--- config.mk ---
export PLATFORM = sky130hd
export DESIGN_NAME = buzzer_driver
export DESIGN_NICKNAME = d
export VERILOG_FILES = /design/src/rtl/buzz_pkg.sv /design/src/rtl/buzz_channel.sv /design/src/rtl/buzzer_driver.sv
export SDC_FILE = /design/constraint.sdc
export NUM_CORES = 1
export LEC_CHECK = 0
export CORE_AREA = 8 8 94 96
export CTS_CLUSTER_DIAMETER = 200
export DETAILED_ROUTE_END_ITERATION = 10
export DIE_AREA = 0 0 102 104
export HOLD_SLACK_MARGIN = 0.12
export PLACE_DENSITY = 0.73
export SYNTH_ARGS = -nofsm -noshare
export SYNTH_HDL_FRONTEND = slang
export SYNTH_SLANG_ARGS = --single-unit
--- constraint.sdc ---
create_clock -name clk -period 5.4 [get_ports clk]
set_input_delay 1.35 -clock clk [delete_from_list [all_inputs] [get_ports clk]]
set_output_delay 1.35 -clock clk [all_outputs]
set_load 0.03 [all_outputs]
--- src/rtl/buzz_pkg.sv ---
// Shared level and channel-state encodings for the buzzer driver, plus
// helpers that size counters from their parameter values.
package buzz_pkg;

    localparam logic [1:0] LVL_OFF  = 2'd0;
    localparam logic [1:0] LVL_SLOW = 2'd1;
    localparam logic [1:0] LVL_FAST = 2'd2;
    localparam logic [1:0] LVL_CONT = 2'd3;

    typedef enum logic [1:0] {
        ST_IDLE = 2'd0,
        ST_ON   = 2'd1,
        ST_OFF  = 2'd2
    } chan_state_t;

    function automatic int max3(input int a, input int b, input int c);
        int m;
        m = (a > b) ? a : b;
        return (m > c) ? m : c;
    endfunction

    // Bits needed for a counter that wraps at n-1; never narrower than one bit.
    function automatic int cnt_width(input int n);
        return (n < 2) ? 1 : $clog2(n);
    endfunction

endpackage

--- src/rtl/buzz_channel.sv ---
// One buzzer channel: beep cadence FSM driven by the shared tick, plus a
// tone divider that only runs while the beep is ON.
module buzz_channel
    import buzz_pkg::*;
#(
    parameter int TONE_DIV = 12500,
    parameter int ON_TICKS = 100,
    parameter int OFF_SLOW = 400,
    parameter int OFF_FAST = 100
) (
    input  logic       clk,
    input  logic       reset,
    input  logic       tick,
    input  logic [1:0] buzz,
    output logic       tone,
    output logic       active
);

    localparam int CW = cnt_width(max3(ON_TICKS, OFF_SLOW, OFF_FAST));
    localparam int TW = cnt_width(TONE_DIV);
    localparam logic [CW-1:0] ON_LAST   = CW'(ON_TICKS - 1);
    localparam logic [CW-1:0] SLOW_LAST = CW'(OFF_SLOW - 1);
    localparam logic [CW-1:0] FAST_LAST = CW'(OFF_FAST - 1);
    localparam logic [TW-1:0] TONE_LAST = TW'(TONE_DIV - 1);

    chan_state_t   state_r, state_s;
    logic [1:0]    level_r, level_s;
    logic [CW-1:0] cad_r, cad_s, off_last_s;
    logic [TW-1:0] tone_cnt_r, tone_cnt_s;
    logic          tone_q_r, tone_q_s;
    logic          active_r, tone_r;

    // Cadence next-state: escalation overrides everything, else walk the beep.
    always_comb begin
        state_s = state_r;
        level_s = level_r;
        cad_s   = cad_r;
        if (level_r == LVL_SLOW) begin
            off_last_s = SLOW_LAST;
        end else begin
            off_last_s = FAST_LAST;
        end
        if (buzz > level_r) begin
            state_s = ST_ON;
            cad_s   = {CW{1'b0}};
            level_s = buzz;
        end else begin
            case (state_r)
                ST_IDLE: begin
                    state_s = ST_IDLE;
                end
                ST_ON: begin
                    if (level_r == LVL_CONT) begin
                        if (buzz == LVL_CONT) begin
                            state_s = ST_ON;
                        end else if (buzz == LVL_OFF) begin
                            state_s = ST_IDLE;
                            level_s = LVL_OFF;
                            cad_s   = {CW{1'b0}};
                        end else begin
                            state_s = ST_OFF;
                            level_s = buzz;
                            cad_s   = {CW{1'b0}};
                        end
                    end else if (tick) begin
                        if (cad_r == ON_LAST) begin
                            state_s = ST_OFF;
                            cad_s   = {CW{1'b0}};
                        end else begin
                            cad_s = cad_r + CW'(1'b1);
                        end
                    end else begin
                        cad_s = cad_r;
                    end
                end
                ST_OFF: begin
                    if (tick) begin
                        if (cad_r == off_last_s) begin
                            // Period end: the requested level is adopted only here.
                            level_s = buzz;
                            cad_s   = {CW{1'b0}};
                            if (buzz == LVL_OFF) begin
                                state_s = ST_IDLE;
                            end else begin
                                state_s = ST_ON;
                            end
                        end else begin
                            cad_s = cad_r + CW'(1'b1);
                        end
                    end else begin
                        cad_s = cad_r;
                    end
                end
                default: begin
                    state_s = ST_IDLE;
                    level_s = LVL_OFF;
                    cad_s   = {CW{1'b0}};
                end
            endcase
        end
    end

    // Tone divider: advances only while staying ON, otherwise parked at zero.
    always_comb begin
        tone_cnt_s = {TW{1'b0}};
        tone_q_s   = 1'b0;
        if ((state_r == ST_ON) && (state_s == ST_ON)) begin
            if (tone_cnt_r == TONE_LAST) begin
                tone_cnt_s = {TW{1'b0}};
                tone_q_s   = ~tone_q_r;
            end else begin
                tone_cnt_s = tone_cnt_r + TW'(1'b1);
                tone_q_s   = tone_q_r;
            end
        end else begin
            tone_cnt_s = {TW{1'b0}};
            tone_q_s   = 1'b0;
        end
    end

    // Channel state and registered outputs.
    always_ff @(posedge clk or posedge reset) begin
        if (reset) begin
            state_r    <= ST_IDLE;
            level_r    <= LVL_OFF;
            cad_r      <= {CW{1'b0}};
            tone_cnt_r <= {TW{1'b0}};
            tone_q_r   <= 1'b0;
            active_r   <= 1'b0;
            tone_r     <= 1'b0;
        end else begin
            state_r    <= state_s;
            level_r    <= level_s;
            cad_r      <= cad_s;
            tone_cnt_r <= tone_cnt_s;
            tone_q_r   <= tone_q_s;
            active_r   <= (state_s == ST_ON);
            tone_r     <= tone_q_s & (state_s == ST_ON);
        end
    end

    assign active = active_r;
    assign tone   = tone_r;

endmodule

--- src/rtl/buzzer_driver.sv ---
// Two-channel piezo buzzer driver: a shared cadence-tick prescaler feeding
// independent left and right beep/tone channels.
module buzzer_driver
    import buzz_pkg::*;
#(
    parameter int TICK_DIV   = 10000,
    parameter int TONE_DIV_L = 12500,
    parameter int TONE_DIV_R = 10000,
    parameter int ON_TICKS   = 100,
    parameter int OFF_SLOW   = 400,
    parameter int OFF_FAST   = 100
) (
    input  logic       clk,
    input  logic       reset,
    input  logic [1:0] left_buzz,
    input  logic [1:0] right_buzz,
    output logic       left_tone,
    output logic       right_tone,
    output logic       left_active,
    output logic       right_active
);

    localparam int PW = cnt_width(TICK_DIV);
    localparam logic [PW-1:0] PRE_LAST = PW'(TICK_DIV - 1);

    logic [PW-1:0] pre_r;
    logic          tick_s;

    // Free-running prescaler; never restarted by channel activity.
    always_ff @(posedge clk or posedge reset) begin
        if (reset) begin
            pre_r <= {PW{1'b0}};
        end else if (pre_r == PRE_LAST) begin
            pre_r <= {PW{1'b0}};
        end else begin
            pre_r <= pre_r + PW'(1'b1);
        end
    end

    assign tick_s = (pre_r == PRE_LAST);

    buzz_channel #(
        .TONE_DIV (TONE_DIV_L),
        .ON_TICKS (ON_TICKS),
        .OFF_SLOW (OFF_SLOW),
        .OFF_FAST (OFF_FAST)
    ) u_left (
        .clk    (clk),
        .reset  (reset),
        .tick   (tick_s),
        .buzz   (left_buzz),
        .tone   (left_tone),
        .active (left_active)
    );

    buzz_channel #(
        .TONE_DIV (TONE_DIV_R),
        .ON_TICKS (ON_TICKS),
        .OFF_SLOW (OFF_SLOW),
        .OFF_FAST (OFF_FAST)
    ) u_right (
        .clk    (clk),
        .reset  (reset),
        .tick   (tick_s),
        .buzz   (right_buzz),
        .tone   (right_tone),
        .active (right_active)
    );

endmodule
==> results.py <==
metrics = {
    "clock_tree": {
        "cts.repair.resized": 0,
        "hold_buffers": 0,
        "cts_buffers": 9,
        "post_cts.repair.setup_buffers": 0,
        "root_buffer": "clkbuf_8",
        "cts-htree-levels": 3,
        "max-clock-path-buffers": 2,
        "cts_tree": "built",
        "clk_pin_slew_ns": 0.07,
        "clk_latency_ns": 0.34,
        "clock_sinks": 74,
    },
    "worst_setup_path": {
        "critPathMaxFanout": 9,
        "rr_worst_depth": 8,
        "arrival_ns": 3.95,
        "reg2reg_slack_ns": 2.60,
        "end_kind": "flip-flop",
        "cp_data_required_time_ns": 5.64,
        "cp-start-kind": "input pin",
        "path_class": "in2reg",
        "reg2reg_from": "u_right.level_r[1]",
        "cp-startpoint": "right_buzz[1]",
        "worstReg2RegEnd": "u_right.cad_r[5]",
    },
    "min_path": {
        "hold_path_class": "reg2reg",
        "hold-path-cell-count": 1,
        "min_to": "pre_r[0]",
        "hold_start": "pre_r[0]",
    },
    "global_route": {
        "antenna_found_initial": 0,
        "first_global_vias": 3100,
        "grt-ovfl-total": 0,
        "grt_max_degree": 53,
        "gr-usage-all-layers_pct": 16.0,
        "grt_first_pass_wirelength_mm": 14.1,
    },
    "sta": {
        "setup_ws_ns": 1.69,
        "fin_crit_sh_pct": 68.7,
        "fin_crit_ns": 3.71,
        "finClkSkew_ns": 0.0110,
        "hold_viol_final": 0,
        "worst_slew_pin_slew_ns": 1.08,
        "max_freq_ghz": 0.269,
        "setup_viol": 0,
        "rsz0062_at_grt": "false",
        "setup_tns_ns": 0,
        "slew_violations": 0,
        "slew-limit-headroom_pct": 27.8,
    },
    "synthesis": {
        "synth_most_common_cell": "dfrtp_1",
        "synth.cell_area_sq_um": 4280,
        "yosysWarningCount": 0,
        "async_flop_share_pct": 100,
        "syn_inst": 458,
        "yosys.cell_types.count": 69,
        "syn_nets": 483,
        "avgSynthCellArea_sq_um": 9.35,
        "yosysTopAreaCellShare_pct": 43.2,
        "ys_seq_area_share_pct": 43.2,
        "ys.flop_type": "dfrtp_1",
        "ys_ff_latch": 74,
        "synth_edf_count": 0,
        "synth_common_cells": "dfrtp_1, nor2_1, nand2_1",
        "yosys-top-cells-area": "dfrtp_1, ha_1, nor2_1",
        "yosysTopAreaCell": "dfrtp_1",
    },
    "place": {
        "post-place-ws_ns": 1.38,
        "io_buffers": 9,
        "globalplace.congestion": 0.825,
        "hpwl_mm": 5.51,
    },
    "drt": {
        "dr_total_vias": 3287,
        "drt_iter0_drc": 168,
        "avgViaCountPerCell": 5.73,
        "drt-total-wl_mm": 8.05,
        "drt_first_pass_iters": 4,
        "routedWlPerCell_um": 14.0,
        "antenna_left": 0,
        "drc": 0,
    },
    "final_layout": {
        "diodes": 0,
        "drive_above_1_share_pct": 8.05,
        "fill_cells": 651,
        "finalNetCount": 493,
        "area_delta_synth_final_pct": 8.09,
    },
    "power": {
        "leakagePower_nw": 2.02,
        "power_density_nw_per_um2": 373,
        "max-vdd-ir-drop_mv": 0.136,
    },
    "die": {
        "coreArea_sq_um": 7450,
        "dieArea_sq_um": 10600,
        "num_rows": 32,
        "die_w_um": 102,
        "die_height_um": 104,
        "io_pins": 10,
        "initial_utilization_pct": 57.5,
    },
    "run_status": {
        "outcome": "finished, final reports clean",
    },
    "job": {
        "cap_violations": 0,
    },
}
[critical path: stages]
cell             delay (ns)
clkdlybuf4s50_1        0.45
ha_1                   0.32
nor2b_1                0.15
o21ai_0                0.45
nand2_1                0.19
nor4_4                 0.50
nand2b_1               0.26
o31ai_1                0.28
[registers in the layout, summed over array words and instances (netlist names)]
signal,cells
u_left.level_r,2
u_left.state_r,2
u_right.state_r,2
u_left.active,1
u_right.level_r,2
u_right.cad_r,9
u_left.tone_q_r,1
pre_r,14
u_right.tone,1
u_left.tone_cnt_r,14
u_right.active,1
u_right.tone_cnt_r,14
u_left.tone,1
u_left.cad_r,9
u_right.tone_q_r,1
[logic make-up after synthesis]
family | share of synthesized area [%]
AO/OA/AOI/OAI | 13.1
XOR/XNOR | 7.77
adder cells (fa/ha/maj) | 5.55
buffers and inverters | 3.50
flip-flops | 43.2
multiplexers | 1.02
AND/OR/NAND/NOR | 25.8
[metal layers]
layer / global-route usage, % / vias up / wire (um)
li1: - / 1637 / -
met1: 22.0 / 1596 / 4060
met2: 24.3 / 44 / 3650
met3: 2.41 / 10 / 230
met4: 6.40 / 0 / 104
met5: 0 / - / 0
[layout make-up]
cell class	count	area (sq um)	share of cell area, %
flip-flops and latches	74	1850	40.0
multi-input cells	351	2280	49.3
well taps	102	128	2.76
repair buffers	11	105	2.27
inverters	21	78.8	1.70
clock inverters	3	40.0	0.865
clock buffers	12	145	3.13
[how the worst max path moves through the flow]
stage | end | cells past startpoint | slack, ns
2_1_floorplan | pre_r[0] | 1 | 2.17
3_3_place_gp | u_right.cad_r[5] | 8 | 1.52
3_5_place_dp | u_right.cad_r[5] | 8 | 1.38
4_1_cts | u_right.cad_r[5] | 8 | 1.74
5_1_grt | u_right.cad_r[6] | 8 | 1.44
6_report | u_right.cad_r[5] | 8 | 1.69
[power by group]
group / leakage, nW / switching (mW) / total, mW / internal (mW)
registers: 1.00 / 0.0544 / 0.662 / 0.607
logic: 0.925 / 0.414 / 0.655 / 0.242
clock network: 0.0962 / 0.190 / 0.412 / 0.223
total: 2.02 / 0.658 / 1.73 / 1.07
[placed cells by master (no fill, tap or decap), drive strengths merged, types with 17 or more instances in the layout]
master,instances
xor2,17
inv,21
nand3,22
dfrtp,74
ha,19
nor2,55
nand2,52
o21ai,21
xnor2,21
[per-stage QoR]
step | power [mW] | cells | hold WS, ns | instance area, sq um | util [%]
floorplan | 1.20 | 458 | 0.433 | 4280 | -
global placement | 1.31 | 559 | 0.449 | 4450 | 59.7
detailed placement | 1.32 | 559 | 0.455 | 4450 | 59.7
CTS | 1.74 | 574 | 0.465 | 4630 | 62.2
global route | 1.86 | 574 | 0.489 | 4630 | 62.2
finish | 1.73 | 574 | 0.466 | 4630 | 62.2
No activity file was read; power rests on OpenSTA's default activity.
